<file path="config.mk">
export PLATFORM = sky130hd
export DESIGN_NAME = uart_cmd_ctrl
export DESIGN_NICKNAME = d
export VERILOG_FILES = /design/src/rtl/uart_cmd_ctrl.sv
export SDC_FILE = /design/constraint.sdc
export NUM_CORES = 1
export LEC_CHECK = 0
export CAP_MARGIN = 20
export CORE_UTILIZATION = 40
export DETAILED_ROUTE_END_ITERATION = 10
export SLEW_MARGIN = 10
export SYNTH_ARGS = -nofsm -noshare
export SYNTH_HDL_FRONTEND = slang
export SYNTH_SLANG_ARGS = --single-unit
</file>
<file path="constraint.sdc">
create_clock -name i_clk -period 1.92 [get_ports i_clk]
set_input_delay 0.192 -clock i_clk [delete_from_list [all_inputs] [get_ports i_clk]]
set_output_delay 0.192 -clock i_clk [all_outputs]
set_load 0.01 [all_outputs]
</file>
<file path="src/rtl/uart_cmd_ctrl.sv">
// UART command front-end: strobed command decode, nibble byte assembly, prescaler/config registers,
// baud tick generation and TX handoff. Define UART_CMD_FIFO_EN for a 4-entry TX FIFO instead of 1 entry.
`timescale 1ns/1ps
module uart_cmd_ctrl #(
  parameter int                  PREDIV_W    = 10,
  parameter logic [PREDIV_W-1:0] PREDIV_RST  = 10'd103,
  parameter int                  SYNC_STAGES = 2
) (
  input  logic                i_clk,
  input  logic                i_rst_n,
  input  logic [6:0]          i_in7,
  input  logic                i_cmd_stb,
  input  logic                i_tx_ready,
  output logic                o_tx_valid,
  output logic [7:0]          o_tx_data,
  output logic                o_baud_tick,
  output logic [PREDIV_W-1:0] o_prediv,
  output logic [3:0]          o_cfg,
  output logic                o_resetCommandStrobe,
  output logic                o_err_overrun,
  output logic                o_err_seq
);

  logic [SYNC_STAGES-1:0] r_sync;
  logic                   r_syncPrev;
  logic [3:0]             r_loNib;
  logic                   r_loValid;
  logic [3:0]             r_cfg;
  logic                   r_errSeq;
  logic                   r_pdPtr;
  logic [4:0]             r_shadowLo;
  logic [PREDIV_W-1:0]    r_prediv;
  logic                   r_rcs;
  logic [PREDIV_W-1:0]    r_baudCnt;
  logic                   r_tick;
  logic                   r_errOvr;

  logic       w_accept;
  logic [1:0] w_op;
  logic [4:0] w_pay;
  logic       w_isData;
  logic       w_soft;
  logic       w_cfgWr;
  logic       w_pdWr;
  logic       w_commit;
  logic       w_push;
  logic       w_pop;
  logic [7:0] w_newByte;

  always_ff @(posedge i_clk or negedge i_rst_n) begin
    if (!i_rst_n) begin
      r_sync     <= '0;
      r_syncPrev <= 1'b0;
    end else begin
      r_sync     <= {r_sync[SYNC_STAGES-2:0], i_cmd_stb};
      r_syncPrev <= r_sync[SYNC_STAGES-1];
    end
  end

  assign w_accept  = r_sync[SYNC_STAGES-1] & ~r_syncPrev;
  assign w_op      = i_in7[1:0];
  assign w_pay     = i_in7[6:2];
  assign w_isData  = w_accept & (w_op == 2'b00);
  assign w_soft    = w_accept & (w_op == 2'b01) & (w_pay == 5'b11000);
  assign w_cfgWr   = w_accept & (w_op == 2'b01) & ~w_pay[4];
  assign w_pdWr    = w_accept & (w_op == 2'b10);
  assign w_commit  = w_pdWr & r_pdPtr;
  assign w_push    = w_isData & w_pay[4] & r_loValid;
  assign w_newByte = {w_pay[3:0], r_loNib};

  always_ff @(posedge i_clk or negedge i_rst_n) begin
    if (!i_rst_n) begin
      r_loNib    <= '0;
      r_loValid  <= 1'b0;
      r_cfg      <= '0;
      r_errSeq   <= 1'b0;
      r_pdPtr    <= 1'b0;
      r_shadowLo <= '0;
      r_prediv   <= PREDIV_RST;
      r_rcs      <= 1'b0;
    end else begin
      r_rcs <= w_soft;
      if (w_soft) begin
        r_loValid <= 1'b0;
        r_pdPtr   <= 1'b0;
        r_cfg     <= '0;
        r_errSeq  <= 1'b0;
      end else begin
        if (w_isData && !w_pay[4]) begin
          r_loNib   <= w_pay[3:0];
          r_loValid <= 1'b1;
        end else if (w_isData) begin
          if (r_loValid) r_loValid <= 1'b0;
          else           r_errSeq  <= 1'b1;
        end
        if (w_cfgWr) r_cfg <= w_pay[3:0];
        if (w_pdWr) begin
          if (!r_pdPtr) begin
            r_shadowLo <= w_pay;
            r_pdPtr    <= 1'b1;
          end else begin
            r_prediv <= {w_pay, r_shadowLo};
            r_pdPtr  <= 1'b0;
          end
        end
      end
    end
  end

  // Free-running down-counter; a prediv commit reloads it so the new rate starts immediately.
  always_ff @(posedge i_clk or negedge i_rst_n) begin
    if (!i_rst_n) begin
      r_baudCnt <= PREDIV_RST;
      r_tick    <= 1'b0;
    end else begin
      r_tick <= (r_baudCnt == '0);
      if (w_commit)               r_baudCnt <= {w_pay, r_shadowLo};
      else if (r_baudCnt == '0)   r_baudCnt <= r_prediv;
      else                        r_baudCnt <= r_baudCnt - 1'b1;
    end
  end

`ifdef UART_CMD_FIFO_EN
  logic [7:0] r_mem [4];
  logic [1:0] r_wrPtr;
  logic [1:0] r_rdPtr;
  logic [2:0] r_count;
  logic       w_full;
  logic       w_wr;

  assign w_pop  = (r_count != 3'd0) & i_tx_ready;
  assign w_full = (r_count == 3'd4);
  assign w_wr   = w_push & (~w_full | w_pop);

  always_ff @(posedge i_clk or negedge i_rst_n) begin
    if (!i_rst_n) begin
      for (int i = 0; i < 4; i++) r_mem[i] <= '0;
      r_wrPtr  <= '0;
      r_rdPtr  <= '0;
      r_count  <= '0;
      r_errOvr <= 1'b0;
    end else if (w_soft) begin
      r_wrPtr  <= '0;
      r_rdPtr  <= '0;
      r_count  <= '0;
      r_errOvr <= 1'b0;
    end else begin
      if (w_wr) begin
        r_mem[r_wrPtr] <= w_newByte;
        r_wrPtr        <= r_wrPtr + 2'd1;
      end
      if (w_pop) r_rdPtr <= r_rdPtr + 2'd1;
      r_count <= r_count + {2'b00, w_wr} - {2'b00, w_pop};
      if (w_push && w_full && !w_pop) r_errOvr <= 1'b1;
    end
  end

  assign o_tx_valid = (r_count != 3'd0);
  assign o_tx_data  = r_mem[r_rdPtr];
`else
  typedef enum logic {EMPTY, FULL} bufState_t;
  bufState_t  r_state, w_nextState;
  logic [7:0] r_txData, w_nextData;
  logic       w_nextOvr;

  assign w_pop = (r_state == FULL) & i_tx_ready;

  always_ff @(posedge i_clk or negedge i_rst_n) begin
    if (!i_rst_n) begin
      r_state  <= EMPTY;
      r_txData <= '0;
      r_errOvr <= 1'b0;
    end else begin
      r_state  <= w_nextState;
      r_txData <= w_nextData;
      r_errOvr <= w_nextOvr;
    end
  end

  // A push coinciding with a transfer refills the slot, so the buffer stays FULL.
  always_comb begin
    w_nextState = r_state;
    w_nextData  = r_txData;
    w_nextOvr   = r_errOvr;
    if (w_soft) begin
      w_nextState = EMPTY;
      w_nextOvr   = 1'b0;
    end else begin
      case (r_state)
        EMPTY: if (w_push) begin
          w_nextState = FULL;
          w_nextData  = w_newByte;
        end
        FULL: begin
          if (w_push && w_pop) w_nextData  = w_newByte;
          else if (w_push)     w_nextOvr   = 1'b1;
          else if (w_pop)      w_nextState = EMPTY;
        end
        default: w_nextState = EMPTY;
      endcase
    end
  end

  assign o_tx_valid = (r_state == FULL);
  assign o_tx_data  = r_txData;
`endif

  assign o_baud_tick          = r_tick;
  assign o_prediv             = r_prediv;
  assign o_cfg                = r_cfg;
  assign o_resetCommandStrobe = r_rcs;
  assign o_err_overrun        = r_errOvr;
  assign o_err_seq            = r_errSeq;

endmodule

</file>
After elaboration in Yosys (flattened, before gate mapping)

Cells that the tools add are included.

Register bits: 51
Input bits: 11
Output and inout bits: 27
Word-level logic and storage cells: 83

Add/subtract/negate cells: 1
Eq/ne operators: 8
Mux-type cells: 27
Bitwise operators: 15
Reductions and logical operators: 17

Operators by type and width:

| cell                                                | count |
|---|---|
| 2-to-1 mux 10 bit                                   | 2 |
| 2-to-1 mux 1 bit                                    | 19 |
| 2-to-1 mux 8 bit                                    | 2 |
| one-hot mux 8 bit (2 select lines)                  | 1 |
| AND reduction 3 bit                                 | 5 |
| bitwise AND 1 bit                                   | 10 |
| logical NOT 10 bit                                  | 1 |
| nonzero test 2 bit                                  | 5 |
| subtractor 10 x 1 -> 10 bit, second input constant  | 1 |
| 2-to-1 mux 4 bit                                    | 2 |
| != test 2 bit, second input constant                | 3 |
| equality test 5 bit, second input constant          | 1 |
| inverter 1 bit                                      | 5 |
| != test 2 x 1 -> 1 bit, second input constant       | 2 |
| nonzero test 3 bit                                  | 1 |
| equality test 2 x 1 -> 1 bit, second input constant | 1 |
| equality test 2 bit, second input constant          | 1 |
| logical AND 1 bit                                   | 2 |
| logical NOT 2 bit                                   | 1 |
| one-hot mux 1 bit (2 select lines)                  | 1 |
| AND reduction 2 bit                                 | 1 |
| logical NOT 1 bit                                   | 1 |

Depth between registers and ports, before layout

Gate-level depths: netlist of run 1.

Depth after elaboration: 9
Gate-level depth with buffers: 7
Depth with buffers taken out: 6

Worst setup path after synthesis of run 1

No wires, ideal clock.

Path kind: register to register
From: register r_syncPrev
To: register r_txData[4], in the netlist o_tx_data[4]
Library setup time: 0.125 ns
Arrival: 1.448 ns
Required time: 1.795 ns
Slack: 0.347 ns
Stages on the path, launching flop included: 5
Path buffers: 0
Period minus slack after synthesis: 1.573 ns
Cell sequence: dfrtp_1 -> nor4b_4 -> nand3_1 -> nor2_4 -> mux2_2

Cells in the longest elaborated chain, start to end: 8
Elaborated cells on any way between the ends: 12
Those cells by class: eq/ne: 2; bitwise: 8; reduce/logical: 2

Ends and longest elaborated chain:

| item                             | line | source |
|---|---|---|
| start, declared                  | 25   | `logic r_syncPrev;` |
| start signal, assigned           | 56   | `r_syncPrev <= r_sync[SYNC_STAGES-1];` |
| inverter 1 bit *                 | 60   | `assign w_accept = r_sync[SYNC_STAGES-1] & ~r_syncPrev;` |
| bitwise AND 1 bit *              | 60   |  |
| bitwise AND 1 bit                | 63   | `assign w_isData = w_accept & (w_op == 2'b00);` |
| bitwise AND 1 bit (2 in a row)   | 68   | `assign w_push = w_isData & w_pay[4] & r_loValid;` |
| logical AND 1 bit                | 195  | `if (w_push && w_pop) w_nextData = w_newByte;` |
| != test 2 x 1 -> 1 bit (no line) | n/a  |  |
| AND reduction 3 bit (no line) *  | n/a  |  |
| end signal, assigned             | 175  | `r_txData <= w_nextData;` |
| end, declared                    | 163  | `logic [7:0] r_txData, w_nextData;` |

Mark *: on every way between the ends. The rest lies on a longest branch, timed or not.
A chain may end at the register's enable or synchronous reset.

Worst setup path in the final report of run 1

From: register r_syncPrev
To: register r_txData[0], in the netlist o_tx_data[0]

The elaborated chain is that of the path after synthesis.

==> summary.md, run 1 <==
| Metric | Value |
|---|---|
| CTS buffer count | 5 |
| RSZ-0062 raised after global routing | no |
| Reg area | 1290 um^2 |
| Clock sink count | 51 |
| Arr. time, crit path | 1.88 ns |
| Largest net degree at the start of global routing | 26 |
| Actual slew at the worst max-slew pin | 0.553 ns |
| Initial DRC Count | 55 |
| Fmax | 590 MHz |
| Crit end category | register |
| Avg WL per Cell | ~15 um |
| Row count | 27 |
| Final hold slack | 0.319 ns |
| Slew headroom | 0.631 |
| Mapped Area | between 2000 and 2500 um^2 |
| Reg-to-reg endpoint | o_tx_data[0] |
| Vias/cell | 5.03 |
| Final nets | about 270 |
| TritonCTS clock tree | built |
| Syn Area/Cell | 11.4 um^2 |
| Hold Vio Cnt, Final | 0 |
| Final antenna-violating net count | 0 |
| Core Area | 5510 um^2 |
| P&R area growth vs syn | 28.8% |
| Reg clk slew, reported paths | 0.09 ns |
| H-tree Lvls | 2 |
| Most frequent cells in the layout | 42 x nand2_1, 41 x dfrtp_1, 36 x clkdlybuf4s50_1 |
| Die X | 77.4 um |
| Most used flip-flop cell after synthesis | dfrtp_1 |
| Worst r2r src | r_syncPrev |
| GPL Wtd Cong | 0.843 |
| Global-route wire length before repair | around 8000 um |
| CP max stage delay | about 0.44 ns |
| Hold_sp | i_cmd_stb |
| CP cell instances | nor4b_4 -> nand3_1 -> nor2_4 -> mux2_2 |
| Worst path required time | around 2.1 ns |
| Placed cells | 321 |
| Synth cell types | 45 |
| Tcrit/Tclk final | 0.883 |
| Die area | roughly 6000 um^2 |
| Max Cap Viol | 0 |
| Synth Warn # | 0 |
| R2R setup slack | around 0.22 ns |
| Non-Filler Instances | 330 |
| Post-CTS resize count | 0 |
| Post-CTS Hold Fix Bufs | 1 |
| Post-layout minimum cycle time | roughly 1.7 ns |
| HPWL after DPL | between 3000 and 4000 um |
| Share of cells above drive strength 1 | 0.252 |
| Slowest stage cell, crit path | dfrtp_1 |
| PD cells | 1170 nW/um^2 |
| Postcts setup bufs | 0 |
| CP Max Fanout | 8 |
| Number of synthesized flops with an enable pin | 0 |
| Syn nets | ~210 |
| Initial Util | 0.413 |
| R2R depth | 4 |
| Status | complete, no violations |
| Total gr overflow | 0 |
| Leakage power | 1.29 nW |
| Number of global-route vias before repair | around 1.6k |
| Share of flip-flops with an asynchronous set or reset | 1.00 |
| Multi-input logic area | just over 900 um^2 |
| GRT Overall Usage | 0.173 |
| CP Launch Type | register |
| Sequential share of the synthesized area | 0.567 |
| Worst VDD drop | 460 uV |
| # setup viols final | 0 |
| Final WL | 4790 um |
| CTS Buffer Depth | 2 |
| Die Y | 77.4 um |
| Port Buffers | 37 |
| Clk root buf | clkbuf_8 |
| Most common cell after layout, fill and taps aside | nand2_1 |
| DRC | 0 |
| Initial antenna violation count | 0 |
| DRT Pass-1 Iters | 4 |
| Skew final | 0.00686 ns |
| Critical path class | register to register |
| Yosys reg bits | 51 |
| Max-slew violation count | 0 |
| Synth Instances | about 200 |
| Min-Delay Endpoint | r_sync[0] |
| Hold path cells | 1 |
| Worst-Skew Late Latency | about 0.30 ns |
| Fillers | 502 |
| Num ports | 38 |
| Hold Path Class | input port to register |
| Vias post-DR | 1660 |
| N_diodes | 0 |
==> power breakdown <==
part / internal [mW] / total [mW] / switching, mW
Combinational: 0.602 / 1.06 / 0.461
Sequential: 1.47 / 1.77 / 0.305
Clock: 0.260 / 0.595 / 0.335
==> worst max path at each step <==
stage,start,end,slack (ns),cells past startpoint
floorplan,r_syncPrev,o_tx_data[4],0.35,4
global placement,i_in7[1],o_tx_data[1],0.02,5
detailed placement,i_in7[1],o_tx_data[6],-0.004,5
finish,r_syncPrev,o_tx_data[0],0.22,4
global route,r_baudCnt[0],r_baudCnt[9],0.11,5
CTS,r_syncPrev,o_tx_data[0],0.21,4
==> state kept, by name, indices dropped and copies added (netlist names) <==
name,flops
o_baud_tick,1
o_cfg,4
o_err_overrun,1
o_err_seq,1
o_prediv,10
o_resetCommandStrobe,1
o_tx_data,8
o_tx_valid,1
r_baudCnt,10
r_loNib,4
r_loValid,1
r_pdPtr,1
r_shadowLo,5
r_sync,2
r_syncPrev,1
==> worst max-delay path: cells and delay by family, from the launching register on <==
family,cells,cell delay [ns]
flops,1,0.44
mux,1,0.37
simple gates,3,0.77
==> layout make-up <==
type | count | area share
clock buffer | 8 | 0.0274
sequential | 51 | 0.440
inverter | 5 | 0.00812
tap | 72 | 0.0308
multi-input combinational | 136 | 0.310
timing repair buffer | 58 | 0.184
==> synth_stat cells, types with 2 or more instances <==
| master | instances | area (um^2) |
|---|---|---|
| o31ai_1 | 4 | 30.0 |
| and3_1 | 2 | 12.5 |
| nand3_1 | 2 | 10.0 |
| mux2i_1 | 2 | 20.0 |
| buf_2 | 4 | 20.0 |
| nand2_1 | 42 | 158 |
| nor3_1 | 4 | 20.0 |
| nor2b_1 | 2 | 12.5 |
| buf_6 | 3 | 33.8 |
| a21oi_1 | 4 | 20.0 |
| o211ai_1 | 2 | 15.0 |
| dfstp_2 | 10 | 263 |
| nor2_1 | 10 | 37.5 |
| a31oi_1 | 4 | 25.0 |
| mux2_2 | 19 | 214 |
| dfrtp_1 | 41 | 1030 |
| nand2b_1 | 2 | 12.5 |
| inv_1 | 4 | 15.0 |
| o21ai_0 | 11 | 55.1 |
| xor2_1 | 2 | 17.5 |
==> metrics by stage <==
stage | worst slack (ns) | util | setup TNS [ns] | instance area, um^2 | power [mW]
after floorplan | 0.347 | - | 0 | 2270 | 2.37
after global placement | 0.0158 | 0.515 | 0 | 2840 | 2.83
after detailed placement | -0.00357 | 0.515 | -0.00372 | 2840 | 2.86
after CTS | 0.208 | 0.532 | 0 | 2930 | 3.47
after global routing | 0.107 | 0.532 | 0 | 2930 | 3.66
final | 0.224 | 0.532 | 0 | 2930 | 3.43
==> layer usage <==
| metal | share of wire | routed length, um | global-route usage | vias to the layer above |
|---|---|---|---|---|
| li1 | - | - | - | 810 |
| met1 | 0.50 | 2370 | 0.239 | 800 |
| met2 | 0.45 | 2130 | 0.264 | 43 |
| met3 | 0.047 | 225 | 0.0435 | 7 |
| met4 | 0.012 | 59 | 0.0566 | 0 |
| met5 | 0 | 0 | 0 | - |
==> cells by family after synthesis <==
kind of cell,count (synthesis),synth area share
simple gates,79,0.192
flops,51,0.567
compound gates,33,0.0914
mux,21,0.103
buf+inv,12,0.0341
xor+xnor,2,0.00771
fa+ha+maj,1,0.00550
Power figures use the tool's default switching activity.
==> run 2, diff against run 1 <==
--- a/config.mk
+++ b/config.mk
@@ -8,6 +8,7 @@
 export CAP_MARGIN = 20
 export CORE_UTILIZATION = 40
 export DETAILED_ROUTE_END_ITERATION = 10
+export SKIP_CTS_REPAIR_TIMING = 1
 export SLEW_MARGIN = 10
 export SYNTH_ARGS = -nofsm -noshare
 export SYNTH_HDL_FRONTEND = slang
==> results of run 2 <==
Same layout as run 1: the final DEF is identical, and so are final timing and power.
==> run 3, diff against run 2 <==
--- a/config.mk
+++ b/config.mk
@@ -5,6 +5,7 @@
 export SDC_FILE = /design/constraint.sdc
 export NUM_CORES = 1
 export LEC_CHECK = 0
+export ABC_CLOCK_PERIOD_IN_PS = 1920
 export CAP_MARGIN = 20
 export CORE_UTILIZATION = 40
 export DETAILED_ROUTE_END_ITERATION = 10
==> results of run 3 <==
Same layout as run 1: the final DEF is identical, and so are final timing and power.
